[config.mk]
export PLATFORM = sky130hd
export DESIGN_NAME = line_engine_arbiter
export DESIGN_NICKNAME = d
export VERILOG_FILES = /design/src/rtl/line_engine_arbiter.sv
export SDC_FILE = /design/constraint.sdc
export NUM_CORES = 1
export LEC_CHECK = 0
export ABC_AREA = 1
export BUFFER_PORTS_ARGS = -buffer_cell sky130_fd_sc_hd__buf_2
export CAP_MARGIN = 20
export CELL_PAD_IN_SITES_DETAIL_PLACEMENT = 1
export CELL_PAD_IN_SITES_GLOBAL_PLACEMENT = 1
export CORE_ASPECT_RATIO = 0.5
export CORE_MARGIN = 2
export CORE_UTILIZATION = 43
export DETAILED_ROUTE_END_ITERATION = 10
export MAX_ROUTING_LAYER = met4
export PLACE_DENSITY_LB_ADDON = 0.08
export SKIP_CTS_REPAIR_TIMING = 1
export SYNTH_ARGS = -nofsm -noshare
export SYNTH_HDL_FRONTEND = slang
export SYNTH_SLANG_ARGS = --single-unit
[constraint.sdc]
create_clock -name clk -period 10.2 [get_ports clk]
set_input_delay 1.02 -clock clk [delete_from_list [all_inputs] [get_ports clk]]
set_output_delay 1.02 -clock clk [all_outputs]
set_load 0.02 [all_outputs]
[src/rtl/line_engine_arbiter.sv]
// Purpose : two-requester round-robin front end that normalises a line's
//           endpoints and hands them to a single line-draw engine.
// Latency : ack 1 cycle after a request is sampled in IDLE; eng_start 4 cycles
//           after that sample; done 1 cycle after eng_done is sampled in RUN.
// Backpressure: one line at a time; requesters hold req until ack, and any
//           other request waits in place until the block is back in IDLE.
// Ports   : clk, reset (async, active-high);
//           req0/req1 + x0_n,y0_n,x1_n,y1_n in; ack0/ack1, done0/done1 out;
//           eng_x0, eng_y0, eng_dx, eng_dy, eng_steep, eng_ystep_neg, eng_start
//           to the engine; eng_done from the engine; busy = not IDLE.
module line_engine_arbiter (
  input  logic       clk,
  input  logic       reset,
  input  logic       req0,
  input  logic       req1,
  input  logic [9:0] x0_0,
  input  logic [9:0] y0_0,
  input  logic [9:0] x1_0,
  input  logic [9:0] y1_0,
  input  logic [9:0] x0_1,
  input  logic [9:0] y0_1,
  input  logic [9:0] x1_1,
  input  logic [9:0] y1_1,
  output logic       ack0,
  output logic       ack1,
  output logic       done0,
  output logic       done1,
  output logic [9:0] eng_x0,
  output logic [9:0] eng_y0,
  output logic [9:0] eng_dx,
  output logic [9:0] eng_dy,
  output logic       eng_steep,
  output logic       eng_ystep_neg,
  output logic       eng_start,
  input  logic       eng_done,
  output logic       busy
);

  typedef enum logic [2:0] {
    IDLE, GRANT, SETUP1, SETUP2, START, RUN, RESP
  } state_t;

  state_t     state;
  logic       last_owner;
  logic       owner;
  logic [9:0] lx0, ly0, lx1, ly1;

  // Arbitration: on a tie the requester that did not win last time gets it.
  logic grant_sel;
  always_comb begin
    grant_sel = req1;
    if (req0 && req1) grant_sel = ~last_owner;
  end

  // SETUP1: steepness from 11-bit signed differences (ties are not steep).
  logic signed [10:0] sdx, sdy;
  logic        [9:0]  adx, ady;
  logic               steep_c;
  always_comb begin
    sdx     = $signed({1'b0, lx1}) - $signed({1'b0, lx0});
    sdy     = $signed({1'b0, ly1}) - $signed({1'b0, ly0});
    adx     = (sdx < 0) ? 10'(-sdx) : 10'(sdx);
    ady     = (sdy < 0) ? 10'(-sdy) : 10'(sdy);
    steep_c = (ady > adx);
  end

  // SETUP2: order endpoints left-to-right, then derive the engine parameters.
  logic               swap_c;
  logic        [9:0]  sx0, sy0, sx1, sy1;
  logic signed [10:0] sdy2;
  logic        [9:0]  ady2;
  always_comb begin
    swap_c = (lx0 > lx1);
    sx0    = swap_c ? lx1 : lx0;
    sy0    = swap_c ? ly1 : ly0;
    sx1    = swap_c ? lx0 : lx1;
    sy1    = swap_c ? ly0 : ly1;
    sdy2   = $signed({1'b0, sy1}) - $signed({1'b0, sy0});
    ady2   = (sdy2 < 0) ? 10'(-sdy2) : 10'(sdy2);
  end

  always_ff @(posedge clk or posedge reset) begin
    if (reset) begin
      state         <= IDLE;
      last_owner    <= 1'b1;
      owner         <= 1'b0;
      lx0           <= '0;
      ly0           <= '0;
      lx1           <= '0;
      ly1           <= '0;
      ack0          <= 1'b0;
      ack1          <= 1'b0;
      done0         <= 1'b0;
      done1         <= 1'b0;
      eng_x0        <= '0;
      eng_y0        <= '0;
      eng_dx        <= '0;
      eng_dy        <= '0;
      eng_steep     <= 1'b0;
      eng_ystep_neg <= 1'b0;
      eng_start     <= 1'b0;
      busy          <= 1'b0;
    end else begin
      ack0      <= 1'b0;
      ack1      <= 1'b0;
      done0     <= 1'b0;
      done1     <= 1'b0;
      eng_start <= 1'b0;
      case (state)
        IDLE: begin
          if (req0 || req1) begin
            // Endpoints are captured on entry to GRANT, so they are already
            // held when the requester sees ack and releases its inputs.
            owner      <= grant_sel;
            last_owner <= grant_sel;
            lx0        <= grant_sel ? x0_1 : x0_0;
            ly0        <= grant_sel ? y0_1 : y0_0;
            lx1        <= grant_sel ? x1_1 : x1_0;
            ly1        <= grant_sel ? y1_1 : y1_0;
            ack0       <= ~grant_sel;
            ack1       <= grant_sel;
            busy       <= 1'b1;
            state      <= GRANT;
          end
        end
        GRANT: state <= SETUP1;
        SETUP1: begin
          eng_steep <= steep_c;
          if (steep_c) begin
            lx0 <= ly0;
            ly0 <= lx0;
            lx1 <= ly1;
            ly1 <= lx1;
          end
          state <= SETUP2;
        end
        SETUP2: begin
          eng_x0        <= sx0;
          eng_y0        <= sy0;
          eng_dx        <= sx1 - sx0;
          eng_dy        <= ady2;
          eng_ystep_neg <= (sdy2 < 0);
          eng_start     <= 1'b1;
          state         <= START;
        end
        START: state <= RUN;
        RUN: begin
          if (eng_done) begin
            done0 <= ~owner;
            done1 <= owner;
            state <= RESP;
          end
        end
        RESP: begin
          busy  <= 1'b0;
          state <= IDLE;
        end
        default: state <= IDLE;
      endcase
    end
  end

endmodule

==> impl_metrics.env, run 1 <==
export IMPL_grt_pass1_vias=6928
export IMPL_synthCells=971
export IMPL_tns_ns=0
export IMPL_grt_usage_pct=30.1
export IMPL_r2r_end="lx0[7]"
export IMPL_clk_pin_slew_ns=0.07
export IMPL_holdPathEnd="eng_dy[8]"
export IMPL_r2r_setup_slack_ns=5.11
export IMPL_grt_pass1_wl_um=38300
export IMPL_nNetsFinal=1205
export IMPL_rsz0062_at_grt="no"
export IMPL_ios=133
export IMPL_die_area_um2=17100
export IMPL_final_hold_viol_count=0
export IMPL_max_freq_ghz=0.197
export IMPL_place_gp_congestion=0.930
export IMPL_drc=0
export IMPL_ys_async_sr_fraction_pct=100
export IMPL_initial_core_util_pct=44.4
export IMPL_n_antenna_cell=0
export IMPL_reg2reg_from="lx1[3]"
export IMPL_hold_class="reg2reg"
export IMPL_crit_path_start_kind="register"
export IMPL_post_route_min_period_ns=5.09
export IMPL_post_route_period_util_pct=49.9
export IMPL_grt_start_max_net_pins=82
export IMPL_htree_levels=3
export IMPL_worst_pin_slew_ns=0.853
export IMPL_dp_hpwl_um=19300
export IMPL_rr_worst_depth=20
export IMPL_drtIter0Drc=464
export IMPL_rows=32
export IMPL_die_w_um=183
export IMPL_numCtsBuffers=9
export IMPL_synth_edf_count=0
export IMPL_die_h_um=93.5
export IMPL_ys_seq_area_share_pct=33.8
export IMPL_route_vias_total=7098
export IMPL_syn_nets=1093
export IMPL_yosys_area_top_type="dfrtp_1"
export IMPL_avgViaCountPerCell=5.50
export IMPL_crit_type="reg2reg"
export IMPL_netlist_area_um2=6890
export IMPL_clkSinkCount=93
export IMPL_clock_path_buffers=2
export IMPL_worst_path_max_fanout=44
export IMPL_wl_per_cell_um=18.8
export IMPL_register_area_um2=2330
export IMPL_insertion_delay_ns=0.36
export IMPL_status="completed"
export IMPL_finalSetupViolCount=0
export IMPL_hp_start="eng_dy[8]"
export IMPL_ys_ff_latch=93
export IMPL_synth_top_cell_area_share_pct=33.4
export IMPL_cts_tree="yes"
export IMPL_wl_um=24300
export IMPL_area_growth_pct=16.7
export IMPL_hold_depth=2
export IMPL_dr_pass1_iters=5
export IMPL_synthTopCellsByCount="nand2_1 (292), inv_1 (96), dfrtp_1 (92)"
export IMPL_core_area_um2=15500
export IMPL_finClkSkew_ns=0.0137
export IMPL_cp_end_kind="register"
export IMPL_synthesis_yosys_warnings=0
export IMPL_cts_root_buffer="clkbuf_16"
export IMPL_multi_input_area_um2=4010
export IMPL_antenna_found_initial=0
export IMPL_grt_overflow_total=0
export IMPL_avgSynthCellArea_um2=7.10
export IMPL_port_buffers=132
export IMPL_yosysMostFrequentCell="nand2_1"
export IMPL_postRouteAntennaNets=0
export IMPL_maxSlewViolCount=0
export IMPL_slew_headroom_pct=43.1
export IMPL_synth_cell_types=48
export IMPL_drive_above_1_share_pct=20.0
export IMPL_cp_required_ns=10.42
export IMPL_synth_area_top_cells="dfrtp_1 (33%), nand2_1 (16%), ha_1 (6.4%)"
export IMPL_synthFlopType="dfrtp_1"
export IMPL_fillers=2064
export IMPL_arrival_ns=5.30
export IMPL_drv_cap=0
==> kinds of logic after synthesis <==
family                   Yosys count  share of synthesized area [%]
AO/OA/AOI/OAI                    200                           17.2
XOR/XNOR                          37                           4.70
multiplexers                       1                          0.145
AND/OR/NAND/NOR                  462                           29.1
adder cells (fa/ha/maj)           37                           6.94
buffers and inverters            141                           8.14
flip-flops                        93                           33.8
==> per-stage QoR <==
stage	area, µm²	worst slack (ns)	hold WS [ns]	utilization (%)	instances
finish	8040	5.11	0.479	51.7	1291
global route	8040	4.69	0.501	51.7	1291
CTS	8020	5.21	0.479	51.6	1290
detailed placement	7700	5.29	0.459	49.6	1275
global placement	7680	5.27	0.448	49.4	1274
floorplan	6890	6.43	0.432	-	971
==> layout make-up <==
type                            instances  share of cell area [%]
Inverter                              103                    4.87
Clock inverter                          6                    1.17
Clock buffer                            9                    2.80
Timing Repair Buffer                  139                    9.18
Multi-Input combinational cell        737                    49.8
Sequential cell                        93                    29.0
Tap cell                              204                    3.18
==> metal layers <==
layer | vias up | part of all wire [%] | GRT usage (%)
met1 | 3446 | 50 | 43.2
met5 | - | 0 | -
li1 | 3411 | - | -
met2 | 220 | 41 | 43.8
met4 | 0 | 0.84 | 4.27
met3 | 21 | 7.7 | 7.55
==> how the worst max path moves through the flow <==
| stage | startpoint | end | slack (ns) | depth (start not counted) |
|---|---|---|---|---|
| 5_1_grt | lx0[3] | lx0[7] | 4.69 | 21 |
| 4_1_cts | lx1[3] | lx0[7] | 5.21 | 20 |
| 3_3_place_gp | lx0[0] | lx0[1] | 5.27 | 20 |
| 2_1_floorplan | lx0[0] | lx0[0] | 6.43 | 22 |
| 3_5_place_dp | lx1[3] | lx0[7] | 5.29 | 20 |
| 6_report | lx1[3] | lx0[7] | 5.11 | 20 |
==> worst max-delay path, cell delays in order (launching register included) <==
cell,delay [ns]
dfrtp_1,0.49
ha_1,0.43
a21oi_1,0.19
o21ai_1,0.16
nand2_1,0.10
o211ai_1,0.15
nand2_1,0.11
nand2_1,0.06
a21oi_1,0.66
o31ai_1,0.19
xor2_1,0.18
inv_1,0.06
ha_1,0.29
nand2_1,0.07
nor2_1,0.14
nand4_1,0.11
o211ai_1,0.44
nand2_2,0.50
buf_12,0.35
o211ai_1,0.13
o21ai_0,0.13
==> cells in the final DEF (no fill, tap or decap), types with 32 or more instances in the layout <==
master / instances
xor2_1: 32
a21oi_1: 35
ha_1: 35
nand3_1: 53
inv_1: 94
o21ai_0: 79
buf_2: 132
dfrtp_1: 92
nor2_1: 61
o211ai_1: 32
nand2_1: 290
==> flip-flops by register name (all words and copies together) (netlist names), 3 cells and up <==
signal and flops:
eng_dy 10, ly0 10, eng_x0 10, state 3
ly1 10, lx0 10, lx1 10, eng_dx 10
eng_y0 10
Power of run 1 is left out: the tool's default activity adds up to more than one toggle a clock period on the data nets, which glitch-free logic cannot reach.
==> inputs of run 2 (changes only) <==
- ABC_AREA: 1 -> 0
- CORE_UTILIZATION: 43 -> 42
- clock period: 10.2 -> 4.9 ns (I/O delays scaled with it)
==> run 2 against run 1 <==
Effect of this change:
- design area rose by 2.5%
- non-clock buffer count increased by 21
- count of clock-buffer cells in the layout increased by 1
- critical endpoint is now lx1[8]
- hold slack lost 0.21 ns
- sequential share of layout area shrank 0.69 points
- final cell count is 7.0% lower
- core utilization down 0.95 points
- register-to-register slack lost 4.9 ns
- global-route usage is 0.74 points lower
- first-iteration DRC count shrank 3.7%
==> impl_metrics.env, run 2 <==
export IMPL_status="completed"
export IMPL_cp_required_ns=5.14
export IMPL_crit_type="reg2reg"
export IMPL_post_route_util_pct=50.8
export IMPL_synth_cell_types=64
export IMPL_synth_area_top_cells="dfrtp_1 (33%), o21ai_0 (8.5%), nand2_1 (7.9%)"
export IMPL_netlist_area_um2=6920
export IMPL_insertion_delay_ns=0.35
export IMPL_route_vias_total=6747
export IMPL_slew_headroom_pct=39.0
export IMPL_clock_path_buffers=2
export IMPL_clkSinkCount=93
export IMPL_crit_path_start_kind="register"
export IMPL_worst_path_max_fanout=27
export IMPL_crit_start="ly0[1]"
export IMPL_clk_pin_slew_ns=0.08
export IMPL_dr_pass1_iters=5
export IMPL_core_area_um2=16200
export IMPL_synthTopCellsByCount="nand2_1 (146), o21ai_0 (117), dfrtp_1 (92)"
export IMPL_yosys_area_top_type="dfrtp_1"
export IMPL_post_route_min_period_ns=4.64
export IMPL_antenna_found_initial=1
export IMPL_finalSetupViolCount=0
export IMPL_synthFlopType="dfrtp_1"
export IMPL_die_w_um=185
export IMPL_die_area_um2=17600
export IMPL_grt_start_max_net_pins=83
export IMPL_arrival_ns=4.89
export IMPL_ys_seq_area_share_pct=33.7
export IMPL_cts_root_buffer="clkbuf_16"
export IMPL_grt_pass1_vias=6666
export IMPL_multi_input_area_um2=4260
export IMPL_fillers=2023
export IMPL_yosysMostFrequentCell="nand2_1"
export IMPL_die_h_um=94.7
export IMPL_place_gp_congestion=0.963
export IMPL_postRouteAntennaNets=0
export IMPL_mostFrequentLayoutCell="nand2_1"
export IMPL_rows=33
export IMPL_synthCells=848
export IMPL_avgSynthCellArea_um2=8.15
export IMPL_maxSlewViolCount=0
export IMPL_syn_nets=970
export IMPL_dp_hpwl_um=19300
export IMPL_ios=133
export IMPL_drc=0
export IMPL_hold_class="in2async"
export IMPL_post_route_period_util_pct=94.7
export IMPL_finClkSkew_ns=0.0160
export IMPL_tns_ns=0
export IMPL_numCtsBuffers=9
export IMPL_synthesis_yosys_warnings=0
export IMPL_ys_async_sr_fraction_pct=100
export IMPL_avgViaCountPerCell=5.62
export IMPL_nNetsFinal=1090
export IMPL_layout_common_cells="nand2_1 (145), buf_2 (132), o21ai_0 (115)"
export IMPL_area_growth_pct=19.2
export IMPL_htree_levels=3
export IMPL_register_area_um2=2330
export IMPL_reg2reg_from="ly0[1]"
export IMPL_initial_core_util_pct=42.6
export IMPL_grt_pass1_wl_um=37600
export IMPL_wl_per_cell_um=20.5
export IMPL_synth_edf_count=0
export IMPL_drtIter0Drc=447
export IMPL_rsz0062_at_grt="no"
export IMPL_worst_pin_slew_ns=0.905
export IMPL_drive_above_1_share_pct=22.5
export IMPL_ys_ff_latch=93
export IMPL_synth_top_cell_area_share_pct=33.3
export IMPL_final_hold_viol_count=0
export IMPL_cp_end_kind="register"
export IMPL_cts_tree="yes"
export IMPL_wl_um=24700
export IMPL_grt_overflow_total=0
export IMPL_max_freq_ghz=0.215
export IMPL_grt_usage_pct=29.4
export IMPL_drv_cap=0
export IMPL_port_buffers=132
==> run 2: logic make-up after synthesis <==
| kind of cell | Yosys count | share of synthesized area [%] |
|---|---|---|
| xor+xnor | 51 | 6.68 |
| simple gates | 274 | 17.5 |
| buf+inv | 93 | 5.43 |
| flops | 93 | 33.7 |
| mux | 58 | 8.72 |
| compound gates | 242 | 21.1 |
| fa+ha+maj | 37 | 6.91 |
==> run 2: stage by stage <==
stage / instance area (µm²) / hold WS [ns] / setup WS [ns] / instances
global route: 8240 / 0.317 / 0.0300 / 1201
detailed placement: 7890 / 0.466 / 0.210 / 1183
CTS: 8190 / 0.283 / 0.138 / 1199
finish: 8240 / 0.268 / 0.257 / 1201
floorplan: 6920 / 0.434 / 0.00736 / 848
global placement: 7890 / 0.456 / 0.262 / 1183
==> run 2: final cells by class <==
cell class | instances | area share [%]
timing repair buffer | 160 | 10.9
clock inverter | 6 | 0.774
multi-input combinational | 662 | 51.7
clock buffer | 10 | 2.90
inverter | 42 | 1.94
antenna | 1 | 0.0304
tap | 227 | 3.45
sequential | 93 | 28.3
==> run 2: per-layer routing <==
| metal | track usage (%) | part of all wire [%] | up-vias |
|---|---|---|---|
| met1 | 41.4 | 50 | 3298 |
| li1 | - | - | 3196 |
| met4 | 7.28 | 1.7 | 0 |
| met5 | - | 0 | - |
| met2 | 43.0 | 42 | 222 |
| met3 | 6.13 | 6.9 | 31 |
==> run 2: worst paths after layout <==
path,to,slack [ns],depth (start not counted)
min in group clk,done1,0.46,3
hold reg to reg,eng_dy[2],0.48,2
hold / removal,eng_dx[7],0.27,2
max in group asynchronous,lx0[3],3.66,3
setup reg to reg,lx1[8],0.26,20
setup / recovery,lx1[8],0.26,20
==> run 2: worst max-delay path, stage by stage (launching register included) <==
cell and delay (ns):
dfrtp_2 0.46, inv_1 0.11, ha_1 0.36, nor2b_1 0.15, o21ai_1 0.19, a21oi_2 0.10
o21ai_1 0.19, and3_1 0.19, nor2_1 0.07, or4_1 0.51, o31ai_1 0.28, xnor2_1 0.15
ha_1 0.32, nand4_1 0.16, nor2_2 0.17, a21oi_1 0.08, o211ai_1 0.09, nand3_1 0.16
nand2_4 0.18, buf_12 0.21, mux2_2 0.36
Power of run 2 is left out for the same reason.
